$ cat src/rtl/mips_pkg.sv
// Shared definitions for the multicycle MIPS controller: FSM states, opcode/funct
// encodings, ALUOp selectors and alucontrol codes.
package mips_pkg;

  typedef enum logic [3:0] {
    S_FETCH, S_DECODE, S_MEMADR, S_MEMRD, S_MEMWB, S_MEMWR,
    S_EXEC, S_ALUWB, S_BRANCH, S_IMMEX, S_IMMWB, S_JUMP
  } state_t;

  typedef enum logic [1:0] {
    ALUOP_ADD   = 2'b00,
    ALUOP_SUB   = 2'b01,
    ALUOP_FUNCT = 2'b10,
    ALUOP_LOGIC = 2'b11
  } aluop_t;

  localparam logic [5:0] OP_RTYPE = 6'b000000;
  localparam logic [5:0] OP_J     = 6'b000010;
  localparam logic [5:0] OP_BEQ   = 6'b000100;
  localparam logic [5:0] OP_BNE   = 6'b000101;
  localparam logic [5:0] OP_ADDI  = 6'b001000;
  localparam logic [5:0] OP_ANDI  = 6'b001100;
  localparam logic [5:0] OP_ORI   = 6'b001101;
  localparam logic [5:0] OP_LW    = 6'b100011;
  localparam logic [5:0] OP_SW    = 6'b101011;

  localparam logic [5:0] FN_ADD = 6'b100000;
  localparam logic [5:0] FN_SUB = 6'b100010;
  localparam logic [5:0] FN_AND = 6'b100100;
  localparam logic [5:0] FN_OR  = 6'b100101;
  localparam logic [5:0] FN_SLT = 6'b101010;

  localparam logic [2:0] ALUC_AND = 3'b000;
  localparam logic [2:0] ALUC_OR  = 3'b001;
  localparam logic [2:0] ALUC_ADD = 3'b010;
  localparam logic [2:0] ALUC_SUB = 3'b110;
  localparam logic [2:0] ALUC_SLT = 3'b111;

  // bne/andi/ori only decode when the extended opcode set is built in.
  function automatic logic is_legal_op(input logic [5:0] op, input logic ext);
    case (op)
      OP_RTYPE, OP_LW, OP_SW, OP_BEQ, OP_ADDI, OP_J: return 1'b1;
      OP_BNE, OP_ANDI, OP_ORI:                       return ext;
      default:                                       return 1'b0;
    endcase
  endfunction

endpackage

$ cat src/rtl/alu_decoder.sv
// Maps ALUOp plus funct/opcode to the ALU control code; flags R-type functs
// the ALU does not implement.
module alu_decoder
  import mips_pkg::*;
#(
  parameter int ALU_CTRL_W = 3
) (
  input  aluop_t                i_aluop,
  input  logic [5:0]            i_funct,
  input  logic [5:0]            i_opcode,
  output logic [ALU_CTRL_W-1:0] o_alucontrol,
  output logic                  o_funct_illegal
);

  logic [2:0] w_code;

  always_comb begin
    w_code          = ALUC_ADD;
    o_funct_illegal = 1'b0;
    case (i_aluop)
      ALUOP_ADD: w_code = ALUC_ADD;
      ALUOP_SUB: w_code = ALUC_SUB;
      ALUOP_FUNCT: begin
        case (i_funct)
          FN_ADD:  w_code = ALUC_ADD;
          FN_SUB:  w_code = ALUC_SUB;
          FN_AND:  w_code = ALUC_AND;
          FN_OR:   w_code = ALUC_OR;
          FN_SLT:  w_code = ALUC_SLT;
          default: begin
            w_code          = ALUC_ADD;
            o_funct_illegal = 1'b1;
          end
        endcase
      end
      ALUOP_LOGIC: w_code = (i_opcode == OP_ORI) ? ALUC_OR : ALUC_AND;
      default:     w_code = ALUC_ADD;
    endcase
  end

  assign o_alucontrol = ALU_CTRL_W'(w_code);

endmodule

$ cat src/rtl/multicycle_controller.sv
// Multicycle MIPS control FSM: state register and next-state logic, with Moore
// outputs gated by mem_ready, the zero flag and opcode/funct decode.
module multicycle_controller
  import mips_pkg::*;
#(
  parameter int ALU_CTRL_W    = 3,
  parameter int MEM_HANDSHAKE = 1,
  parameter int EXT_OPS       = 1
) (
  input  logic                  clk,
  input  logic                  reset,
  input  logic [5:0]            opcode,
  input  logic [5:0]            funct,
  input  logic                  zero,
  input  logic                  mem_ready,
  output logic                  IorD,
  output logic                  MemWrite,
  output logic                  IRWrite,
  output logic                  RegDst,
  output logic                  MemtoReg,
  output logic                  RegWrite,
  output logic                  ALUSrcA,
  output logic                  ImmZext,
  output logic                  PCEn,
  output logic [1:0]            ALUSrcB,
  output logic [1:0]            PCSrc,
  output logic [ALU_CTRL_W-1:0] alucontrol,
  output logic                  illegal_op,
  output logic                  instr_done
);

  localparam logic LP_EXT = (EXT_OPS != 0);

  state_t r_state;
  logic   r_funct_bad;
  logic   w_mem_rdy;
  logic   w_funct_illegal;
  aluop_t w_aluop;

  assign w_mem_rdy = (MEM_HANDSHAKE != 0) ? mem_ready : 1'b1;

  always_ff @(posedge clk) begin
    if (reset) begin
      r_state     <= S_FETCH;
      r_funct_bad <= 1'b0;
    end else begin
      case (r_state)
        S_FETCH:  if (w_mem_rdy) r_state <= S_DECODE;
        S_DECODE: begin
          r_state <= S_FETCH;
          if (is_legal_op(opcode, LP_EXT)) begin
            case (opcode)
              OP_LW, OP_SW:             r_state <= S_MEMADR;
              OP_RTYPE:                 r_state <= S_EXEC;
              OP_BEQ, OP_BNE:           r_state <= S_BRANCH;
              OP_ADDI, OP_ANDI, OP_ORI: r_state <= S_IMMEX;
              OP_J:                     r_state <= S_JUMP;
              default:                  r_state <= S_FETCH;
            endcase
          end
        end
        S_MEMADR: r_state <= (opcode == OP_SW) ? S_MEMWR : S_MEMRD;
        S_MEMRD:  if (w_mem_rdy) r_state <= S_MEMWB;
        S_MEMWR:  if (w_mem_rdy) r_state <= S_FETCH;
        // Remember a bad funct so the write-back cycle can drop the register write.
        S_EXEC: begin
          r_state     <= S_ALUWB;
          r_funct_bad <= w_funct_illegal;
        end
        S_IMMEX:  r_state <= S_IMMWB;
        default:  r_state <= S_FETCH;
      endcase
    end
  end

  always_comb begin
    w_aluop = ALUOP_ADD;
    case (r_state)
      S_EXEC:   w_aluop = ALUOP_FUNCT;
      S_BRANCH: w_aluop = ALUOP_SUB;
      S_IMMEX:  w_aluop = (opcode == OP_ADDI) ? ALUOP_ADD : ALUOP_LOGIC;
      default:  w_aluop = ALUOP_ADD;
    endcase
  end

  alu_decoder #(
    .ALU_CTRL_W(ALU_CTRL_W)
  ) u_alu_decoder (
    .i_aluop        (w_aluop),
    .i_funct        (funct),
    .i_opcode       (opcode),
    .o_alucontrol   (alucontrol),
    .o_funct_illegal(w_funct_illegal)
  );

  always_comb begin
    IorD       = 1'b0;
    MemWrite   = 1'b0;
    IRWrite    = 1'b0;
    RegDst     = 1'b0;
    MemtoReg   = 1'b0;
    RegWrite   = 1'b0;
    ALUSrcA    = 1'b0;
    ImmZext    = 1'b0;
    PCEn       = 1'b0;
    ALUSrcB    = 2'b00;
    PCSrc      = 2'b00;
    illegal_op = 1'b0;
    instr_done = 1'b0;
    case (r_state)
      S_FETCH: begin
        ALUSrcB = 2'b01;
        IRWrite = w_mem_rdy;
        PCEn    = w_mem_rdy;
      end
      S_DECODE: begin
        ALUSrcB    = 2'b11;
        illegal_op = !is_legal_op(opcode, LP_EXT);
      end
      S_MEMADR: begin
        ALUSrcA = 1'b1;
        ALUSrcB = 2'b10;
      end
      S_MEMRD: IorD = 1'b1;
      S_MEMWB: begin
        MemtoReg   = 1'b1;
        RegWrite   = 1'b1;
        instr_done = 1'b1;
      end
      S_MEMWR: begin
        IorD       = 1'b1;
        MemWrite   = 1'b1;
        instr_done = w_mem_rdy;
      end
      S_EXEC: begin
        ALUSrcA    = 1'b1;
        illegal_op = w_funct_illegal;
      end
      S_ALUWB: begin
        RegDst     = 1'b1;
        RegWrite   = !r_funct_bad;
        instr_done = !r_funct_bad;
      end
      S_BRANCH: begin
        ALUSrcA    = 1'b1;
        PCSrc      = 2'b01;
        PCEn       = (opcode == OP_BNE) ? !zero : zero;
        instr_done = 1'b1;
      end
      S_IMMEX: begin
        ALUSrcA = 1'b1;
        ALUSrcB = 2'b10;
        ImmZext = (opcode != OP_ADDI);
      end
      S_IMMWB: begin
        RegWrite   = 1'b1;
        instr_done = 1'b1;
      end
      S_JUMP: begin
        PCSrc      = 2'b10;
        PCEn       = 1'b1;
        instr_done = 1'b1;
      end
      default: ;
    endcase
    // Reset overrides every strobe so an abandoned instruction never commits.
    if (reset) begin
      IRWrite    = 1'b0;
      PCEn       = 1'b0;
      RegWrite   = 1'b0;
      MemWrite   = 1'b0;
      illegal_op = 1'b0;
      instr_done = 1'b0;
    end
  end

endmodule

$ cat config.mk
export PLATFORM = sky130hd
export DESIGN_NAME = multicycle_controller
export DESIGN_NICKNAME = d
export VERILOG_FILES = /design/src/rtl/mips_pkg.sv /design/src/rtl/alu_decoder.sv /design/src/rtl/multicycle_controller.sv
export SDC_FILE = /design/constraint.sdc
export NUM_CORES = 1
export LEC_CHECK = 0
export CORE_MARGIN = 2
export CORE_UTILIZATION = 39
export DETAILED_ROUTE_END_ITERATION = 7
export HOLD_SLACK_MARGIN = 0.02
export PLACE_DENSITY = 0.79
export REMOVE_ABC_BUFFERS = 1
export SETUP_SLACK_MARGIN = 0.1
export SLEW_MARGIN = 20
export SYNTH_ARGS = -nofsm -noshare
export SYNTH_HDL_FRONTEND = slang
export SYNTH_SLANG_ARGS = --single-unit
$ cat constraint.sdc
create_clock -name clk -period 4.7 [get_ports clk]
set_input_delay 1.41 -clock clk [delete_from_list [all_inputs] [get_ports clk]]
set_output_delay 1.41 -clock clk [all_outputs]
set_load 0.01 [all_outputs]
==> flow_metrics.env <==
export IMPL_status="finished clean"
export IMPL_syn_area_sq_um=751
export IMPL_hp_start="r_funct_bad"
export IMPL_hold_viol_final=0
export IMPL_synthMuxAreaShare_pct=0
export IMPL_start_kind="input port"
export IMPL_setup_worst_path_class="input port to primary output"
export IMPL_r2r_end="r_state[2]"
export IMPL_start_util_pct=42.6
export IMPL_synth_compound_area_share_pct=33.2
export IMPL_max_freq_mhz=222
export IMPL_arrival_ps=3100
export IMPL_htreeDepth=1
export IMPL_globalRouteOverflowTotal=0
export IMPL_firstDrtPassIters=4
export IMPL_vias_per_cell=5.68
export IMPL_fp_dieH_um=47.9
export IMPL_worst_slew_margin_rel_pct=60.6
export IMPL_clkSinkCount=5
export IMPL_io_pin_count=34
export IMPL_seq_area_frac_synth_pct=13.3
export IMPL_synth_seq_cells=5
export IMPL_clock_latency_ps=260
export IMPL_grt_max_degree=20
export IMPL_diodes=0
export IMPL_grt_total_usage_pct=22.9
export IMPL_end_kind="primary output"
export IMPL_yosys_area_top_type_share_pct=13.3
export IMPL_ys_warn_count=0
export IMPL_core_region_area_sq_um=1760
export IMPL_finClkSkew_ps=9.09
export IMPL_peakVddDrop_v=0.000211
export IMPL_synth_fa_ha_area_share_pct=0
export IMPL_ant_nets=0
export IMPL_area_growth_syn_to_layout_pct=60.8
export IMPL_final_fill_count=172
export IMPL_synthSimpleGateAreaFrac_pct=44.5
export IMPL_grt_first_pass_wirelength_mm=3.71
export IMPL_tns_ps=0
export IMPL_vias=1040
export IMPL_synthXorXnorAreaFrac_pct=1.17
export IMPL_worst_pin_slew_ps=590
export IMPL_synthFlopType="dfxtp_1"
export IMPL_rr_worst_depth=4
export IMPL_root_buffer="clkbuf_4"
export IMPL_cts_tree="built"
export IMPL_post_dp_hpwl_mm=1.91
export IMPL_placed_cells=179
export IMPL_drt_iter0_markers=17
export IMPL_required_ps=3290
export IMPL_slew_violations=0
export IMPL_power_total_mw=0.163
export IMPL_critPathMaxFanout=6
export IMPL_netlist_top_cell_by_area="dfxtp_1"
export IMPL_cts_setup_buffers=0
export IMPL_antenna_found_initial=0
export IMPL_yosys_top_cells_area="dfxtp_1 13%, nand2b_1 7.5%, a21oi_1 7.3%, nor2_1 6.5%, nand2_1 5.0%"
export IMPL_period_share_pct=95.9
export IMPL_drive_gt1_share_pct=15.2
export IMPL_worst_hold_slack_ps=513
export IMPL_final_cells=183
export IMPL_grt_pass1_vias=864
export IMPL_reg2reg_from="r_state[3]"
export IMPL_setup_viol=0
export IMPL_std_cell_rows=15
export IMPL_hp_class="register to register"
export IMPL_drt_wirelength_per_cell_um=13.3
export IMPL_fin_nets=175
export IMPL_worstHoldPathCells=2
export IMPL_rsz0062_at_grt="false"
export IMPL_ff2ff_setup_slack_ps=2930
export IMPL_finalWirelength_mm=2.44
export IMPL_p_leak_nw=0.449
export IMPL_cts_buffer_depth=2
export IMPL_fin_ws_ps=194
export IMPL_async_flop_share_pct=0
export IMPL_period_needed_ps=4510
export IMPL_powerDensity_nw_per_um2=135
export IMPL_synth_commonest_cells="13 x nor2_1, 11 x a21oi_1, 10 x nand2_1"
export IMPL_avgSynthCellArea_sq_um=6.42
export IMPL_clkTransAtPathRegs_ps=40
export IMPL_yosysMostFrequentCell="nor2_1"
export IMPL_holdPathEnd="r_funct_bad"
export IMPL_drc=0
export IMPL_synth_top_family_by_area="simple AND/OR/NAND/NOR gates"
export IMPL_place_gp_congestion=0.838
export IMPL_die_w_um=47.9
export IMPL_port_buffers=33
export IMPL_synth_edf_count=0
export IMPL_pre_cts_slack_ps=-187
export IMPL_cap_violations=0
export IMPL_numCtsBuffers=3
export IMPL_syn_inst=117
export IMPL_synth_cell_type_count=38
export IMPL_dieArea_sq_um=2290
[area by class of cell]
cell class	count	area, sq um	share of cell area (%)
multi-input combinational	97	607	50.3
timing repair buffer	46	419	34.7
sequential	5	100	8.29
tap	25	31.3	2.59
clock buffer	3	22.5	1.87
inverter	6	22.5	1.87
clock inverter	1	5.00	0.415
[power breakdown]
group          internal [mW]  switching, mW
clock network         0.0310         0.0217
logic                 0.0344         0.0285
registers             0.0437        0.00407
[kinds of logic (layout without fill, tap and decap cells)]
kind of cell / after synthesis / in the layout
AO/OA/AOI/OAI: 37 / 37
flip-flops: 5 / 5
AND/OR/NAND/NOR: 59 / 59
buffers and inverters: 15 / 56
XOR/XNOR: 1 / 1
[sequential cells by signal (all words and copies together), names as in the netlist]
register / count
r_funct_bad: 1
r_state: 4
[routing by layer]
metal | share of wire (%) | up-vias | track usage, %
li1 | - | 522 | -
met1 | 43 | 473 | 28.2
met2 | 49 | 43 | 38.9
met3 | 7.8 | 2 | 8.30
met4 | 0.41 | 0 | 3.78
met5 | 0 | - | 0
[stage by stage]
step           util (%)  cell area, sq um
3_3_place_gp       66.5              1170
6_report           68.4              1210
2_1_floorplan         -               714
4_1_cts            68.6              1210
5_1_grt            68.4              1210
3_5_place_dp       66.5              1170
[worst max-delay path by stage]
stage              start             to  depth (start not counted)
2_1_floorplan  opcode[1]  alucontrol[0]                          3
3_3_place_gp   opcode[4]  alucontrol[0]                          5
3_5_place_dp   opcode[4]  alucontrol[0]                          5
4_1_cts        opcode[4]  alucontrol[0]                          5
5_1_grt        opcode[1]           PCEn                          6
6_report       opcode[1]           PCEn                          6
[repair_timing]
item,in CTS,in global routing
cloned,0,0
endpoints found under the setup margin,5,2
endpoints found under the hold margin,0,0
resized for setup,8,3
hold buffers,0,0
[layout by cell type (no fill, tap or decap), types with 5 or more instances in the layout]
cell,Yosys,final
nand2b_1,9,9
nor3_1,6,5
dfxtp_1,5,5
inv_1,6,6
buf_4,0,13
clkdlybuf4s50_1,0,28
nand2_1,10,10
a21oi_1,11,11
nor2_1,13,13
o21ai_0,7,7
[critical path, stage by stage]
cell             delay (ps)
clkdlybuf4s50_1         420
buf_4                   160
or4b_1                  530
xor2_1                  160
o2bb2ai_1               170
clkdlybuf4s15_1         260
No activity file was read; power rests on OpenSTA's default activity.
==> RTL change 1 (config.mk and constraints unchanged) <==
`ALU_CTRL_W` is set to 3 in 2 places; all go to 6.
--- a/src/rtl/alu_decoder.sv
+++ b/src/rtl/alu_decoder.sv
@@ -3,7 +3,7 @@
 module alu_decoder
   import mips_pkg::*;
 #(
-  parameter int ALU_CTRL_W = 3
+  parameter int ALU_CTRL_W = 6
 ) (
   input  aluop_t                i_aluop,
   input  logic [5:0]            i_funct,
--- a/src/rtl/multicycle_controller.sv
+++ b/src/rtl/multicycle_controller.sv
@@ -3,7 +3,7 @@
 module multicycle_controller
   import mips_pkg::*;
 #(
-  parameter int ALU_CTRL_W    = 3,
+  parameter int ALU_CTRL_W    = 6,
   parameter int MEM_HANDSHAKE = 1,
   parameter int EXT_OPS       = 1
 ) (
Interface: changed (resized alucontrol); port bits go from 34 to 37. No check against the original RTL was run, so the function may have changed too.
==> RTL change 1 against the original RTL <==
Sequential cell count did not move. Cell area is 0.83% higher. Global-route usage fell by 1.7 points. Clock skew fell by 0.0026 ns. Area after synthesis increased by 3.5%. Routed wire length down 0.21%. Total power decreased by 1.4%. Setup slack got worse by 0.068 ns. Cell count up 1.6%. Critical path type unchanged. Worst hold slack improved by 0.0023 ns.
==> RTL change 1: results (changes against the original RTL) <==
kind of path behind the tightest hold check=reg2reg; clock latency of the later-clocked register in the worst-skew pair=0.24 ns (-0.02 ns); WL/cell=13.1 µm (-1.8%); number of warning messages in the yosys log=0 (unchanged); first-pass GRT wire length=4040 µm (+8.9%); pin count of the biggest net entering global routing=20 (unchanged); first-pass iteration count of the detailed router=4 (unchanged); vias after detailed routing=1040 (unchanged); part of the Yosys area used for sequential elements=12.9% (-0.45 points); Regs by FF count=r_state x4, r_funct_bad x1; count of cell types in the netlist=40 (+5.3%); mean post-synth cell area=6.42 µm² (about the same); R2R cell count=4 (unchanged); Post-CTS Setup Bufs=0 (unchanged); DPL Wire Length=1860 µm (-2.6%); filler cell count in the final layout=178 (+3.5%); Initial DRC Count=29 (+12); CP max FO=2 (-4); worst slack at placement=-0.178 ns (+0.00878 ns); Max transition margin=61.3% (+0.75 points); net count of the finished layout=176 (+0.57%); net load switching power=51.5 µW (-5.1%); Final Wtd Congestion=0.890 (+6.2%); Max IR drop VDD=0.175 mV (-17%); number of enable flip-flop cells after synthesis=0 (unchanged); largest cells by area after synthesis=dfxtp_1 13%, nand2b_1 7.2%, a21oi_1 7.1%, nor2_1 6.3%, nand2_1 4.8%; Placement Cell Area=1170 µm² (-0.11%); share of cells above drive strength 1=13.8% (-1.4 points); Clock Tree Buf Depth=2 (unchanged); number of antenna violations at the first check in global routing=0 (unchanged); clock-pin transition on the worst setup and hold timing paths=0.05 ns; Clock Skews=0.00650 ns (-0.00259 ns); Leak=0.000463 µW (+3.3%); Total Routing Usage GR=21.2% (-1.7 points); most frequent cells after synthesis=13 x nor2_1, 11 x a21oi_1, 10 x nand2_1, 9 x nand2b_1; number of cells on the worst hold path=2 (unchanged); outcome=complete, no violations; Critical Path AT=3.16 ns (+0.06 ns); vias in the first global route=998 (+16%); CTS Root Buffer Type=clkbuf_4
RTL change 1: cell count changes after synthesis, sizes merged:
cell / delta
buf: +3
conb: +1
RTL change 1: per-stage QoR:
step | std cells | setup TNS, ns | hold slack [ns] | utilization (%)
after CTS | 186 | 0 | 0.520 | 63.1
after global placement | 182 | -0.313 | 0.491 | 61.0
final | 186 | 0 | 0.515 | 63.3
after detailed placement | 182 | -0.378 | 0.514 | 61.0
after global routing | 186 | 0 | 0.535 | 63.3
after floorplan | 111 | 0 | 0.474 | -
RTL change 1: final timing paths:
kind	to	startpoint	slack, ns
setup / recovery	PCEn	opcode[4]	0.13
hold / removal	r_funct_bad	r_funct_bad	0.52
setup reg to reg	r_state[2]	r_state[3]	3.02
hold reg to reg	r_funct_bad	r_funct_bad	0.52
RTL change 1: repair_timing:
action                                  CTS  global route
pin swaps                                 0             0
resized for setup                         8             5
endpoints found under the setup margin    5             3
RTL change 1: layout make-up:
cell class / instances / area (µm²) / share of cell area, %
inverters: 6 / 22.5 / 1.85
well taps: 27 / 33.8 / 2.77
multi-input cells: 100 / 628 / 51.6
clock buffers: 4 / 26.3 / 2.16
repair buffers: 44 / 407 / 33.4
flip-flops and latches: 5 / 100 / 8.22
RTL change 1: cell families (layout without fill, tap and decap cells):
logic type | count (synthesis) | after routing | synth area share [%]
AO/OA/AOI/OAI | 37 | 37 | 32.0
AND/OR/NAND/NOR | 59 | 59 | 43.0
buffers and inverters | 18 | 54 | 10.5
flip-flops | 5 | 5 | 12.9
XOR/XNOR | 1 | 1 | 1.13
other | 1 | 3 | 0.483
RTL change 1: power groups by stage:
stage / Sequential [µW] / Combinational [µW] / Clock (µW)
6_report: 48.0 / 63.9 / 49.2
5_1_grt: 48.3 / 69.6 / 55.0
4_1_cts: 47.8 / 62.8 / 50.8
3_5_place_dp: 48.6 / 62.3 / 0
3_3_place_gp: 48.5 / 60.9 / 0
2_1_floorplan: 47.3 / 24.5 / 0
RTL change 1: worst max-delay path: stages:
cell	delay, ns
clkdlybuf4s50_1	0.41
buf_4	0.14
nor2_1	0.14
or4b_1	0.46
xor2_1	0.16
o2bb2ai_1	0.18
clkdlybuf4s15_1	0.26
RTL change 1: layer usage:
layer  vias up  part of all wire (%)  track usage (%)
met5         -                     0                0
met4         0                   1.1             4.76
met3         4                   6.0             6.17
met2        43                    50             39.7
met1       475                    43             23.3
li1        518                     -                -
==> RTL change 2 (config.mk and constraints unchanged) <==
Without the edit above. Re-encode `state_t` (12 states) as Gray code, 4 bits wide.
--- a/src/rtl/mips_pkg.sv
+++ b/src/rtl/mips_pkg.sv
@@ -3,8 +3,8 @@
 package mips_pkg;
 
   typedef enum logic [3:0] {
-    S_FETCH, S_DECODE, S_MEMADR, S_MEMRD, S_MEMWB, S_MEMWR,
-    S_EXEC, S_ALUWB, S_BRANCH, S_IMMEX, S_IMMWB, S_JUMP
+    S_FETCH = 4'b0000, S_DECODE = 4'b0001, S_MEMADR = 4'b0011, S_MEMRD = 4'b0010, S_MEMWB = 4'b0110, S_MEMWR = 4'b0111,
+    S_EXEC = 4'b0101, S_ALUWB = 4'b0100, S_BRANCH = 4'b1100, S_IMMEX = 4'b1101, S_IMMWB = 4'b1111, S_JUMP = 4'b1110
   } state_t;
 
   typedef enum logic [1:0] {
Behaviour: same outputs for any inputs over 10 cycles, from zero or initial values and one cycle with reset high; not proved beyond that.
==> RTL change 2 against the original RTL <==
Routed wire length shrank 11%. Largest cell class unchanged. Total power shrank 3.8%. Critical path type unchanged. Critical path depth is the same. Area after synthesis shrank 2.3%. Cell count shrank 6.0%. Sequential cell count is the same. Worst hold slack gained 0.025 ns. Count of clock-buffer cells in the layout grew 1. Setup slack gained 0.031 ns. Cell area shrank 5.3%. Die area shrank 2.1%. Combinational power shrank 13%.
==> RTL change 2: results (changes against the original RTL) <==
largest cells by area after synthesis=dfxtp_1 14%, a21oi_1 10%, nor3_1 6.8%, nand2b_1 6.0%, nor2_1 5.1%; vias in the first global route=783 (-9.4%); post-CTS sizing=5 (-3); cell type of the slowest stage on the worst timing path=clkdlybuf4s50_1; Placement Cell Area=1100 µm² (-5.9%); Port Buf Inserts=33 (unchanged); Synth Instances=112 (-4.3%); DPL Wire Length=1610 µm (-16%); share of synthesized area spent on multiplexers=1.37% (+1.4 points); count of cell types in the netlist=40 (+5.3%); CP max FO=2 (-4); clock-pin transition on the worst setup and hold timing paths=0.05 ns; Layout Area Growth over Synthesis=56.0%; kind of path behind the tightest hold check=reg2reg; non-filler instance count after layout=172 (-6.0%); Total Wirelength=2180 µm (-11%); worst flop-to-flop path startpoint=r_state[0]; Tightest Pin Transition=0.703 ns (+0.112 ns); xor-xnor portion of the synthesized cell area=2.39% (+1.2 points); Leak=0.000417 µW (-7.0%); most frequent cells after synthesis=15 x a21oi_1, 10 x nor2_1, 10 x nor3_1, 8 x nand2_1; n_diodes=0 (unchanged); net count of the finished layout=164 (-6.3%); longest individual stage delay on the worst path=0.43 ns (-0.10 ns); worst slack at placement=-0.183 ns (+0.00380 ns); P_comb=54.8 µW (-13%); Clock Skews=0.00530 ns (-0.00379 ns); via density per instance=5.58 (-1.9%); worst reg-to-reg setup slack=3.08 ns (+0.15 ns); first-pass GRT wire length=3300 µm (-11%); clock latency of the later-clocked register in the worst-skew pair=0.26 ns (about the same); outcome=complete, no violations; share of synthesized flip-flops with an asynchronous set or reset=0% (unchanged); part of the Yosys area used for sequential elements=13.7% (+0.32 points); share of cells above drive strength 1=12.2% (-2.9 points); number of buffers created by CTS=3 (unchanged); Max IR drop VDD=0.0746 mV (-65%); pin count of the biggest net entering global routing=21 (+5.0%); final worst hold slack=0.538 ns (+0.0251 ns); switching part of the total=32.1% (-1.1 points); terminus of the critical flop-to-flop path=r_state[1]; Sequential Power=47.4 µW (-0.8%); Critical Path AT=3.06 ns (-0.04 ns); Combinational Power Share=34.8% (-3.7 points); filler cell count in the final layout=166 (-3.5%); first-pass iteration count of the detailed router=6 (+2); Clock H-tree levels=1 (unchanged); share of the synthesized area in compound gates (AO/OA/AOI/OAI)=33.6% (+0.45 points); Total Routing Usage GR=20.3% (-2.6 points); Final Wtd Congestion=0.820 (-2.2%)
RTL change 2: how the worst max path moves through the flow:
stage	slack [ns]	start	to	cells past startpoint
2_1_floorplan	0.72	opcode[1]	PCEn	4
3_3_place_gp	-0.08	opcode[1]	PCEn	6
3_5_place_dp	-0.18	opcode[1]	PCEn	6
4_1_cts	0.13	opcode[1]	PCEn	6
5_1_grt	0.15	opcode[1]	PCEn	6
6_report	0.23	opcode[1]	PCEn	6
RTL change 2: final cells by class:
cell class | instances | area share, %
clock buffer | 4 | 2.30
inverter | 3 | 0.985
multi-input combinational | 95 | 52.1
tap | 25 | 2.74
sequential | 5 | 8.75
timing repair buffer | 40 | 33.2
RTL change 2: layer usage:
metal | wire [µm] | share of wire [%] | track usage [%]
met1 | 1010 | 46 | 26.5
met2 | 995 | 46 | 33.5
met3 | 145 | 6.7 | 2.31
met4 | 27 | 1.2 | 8.89
met5 | 0 | 0 | 0
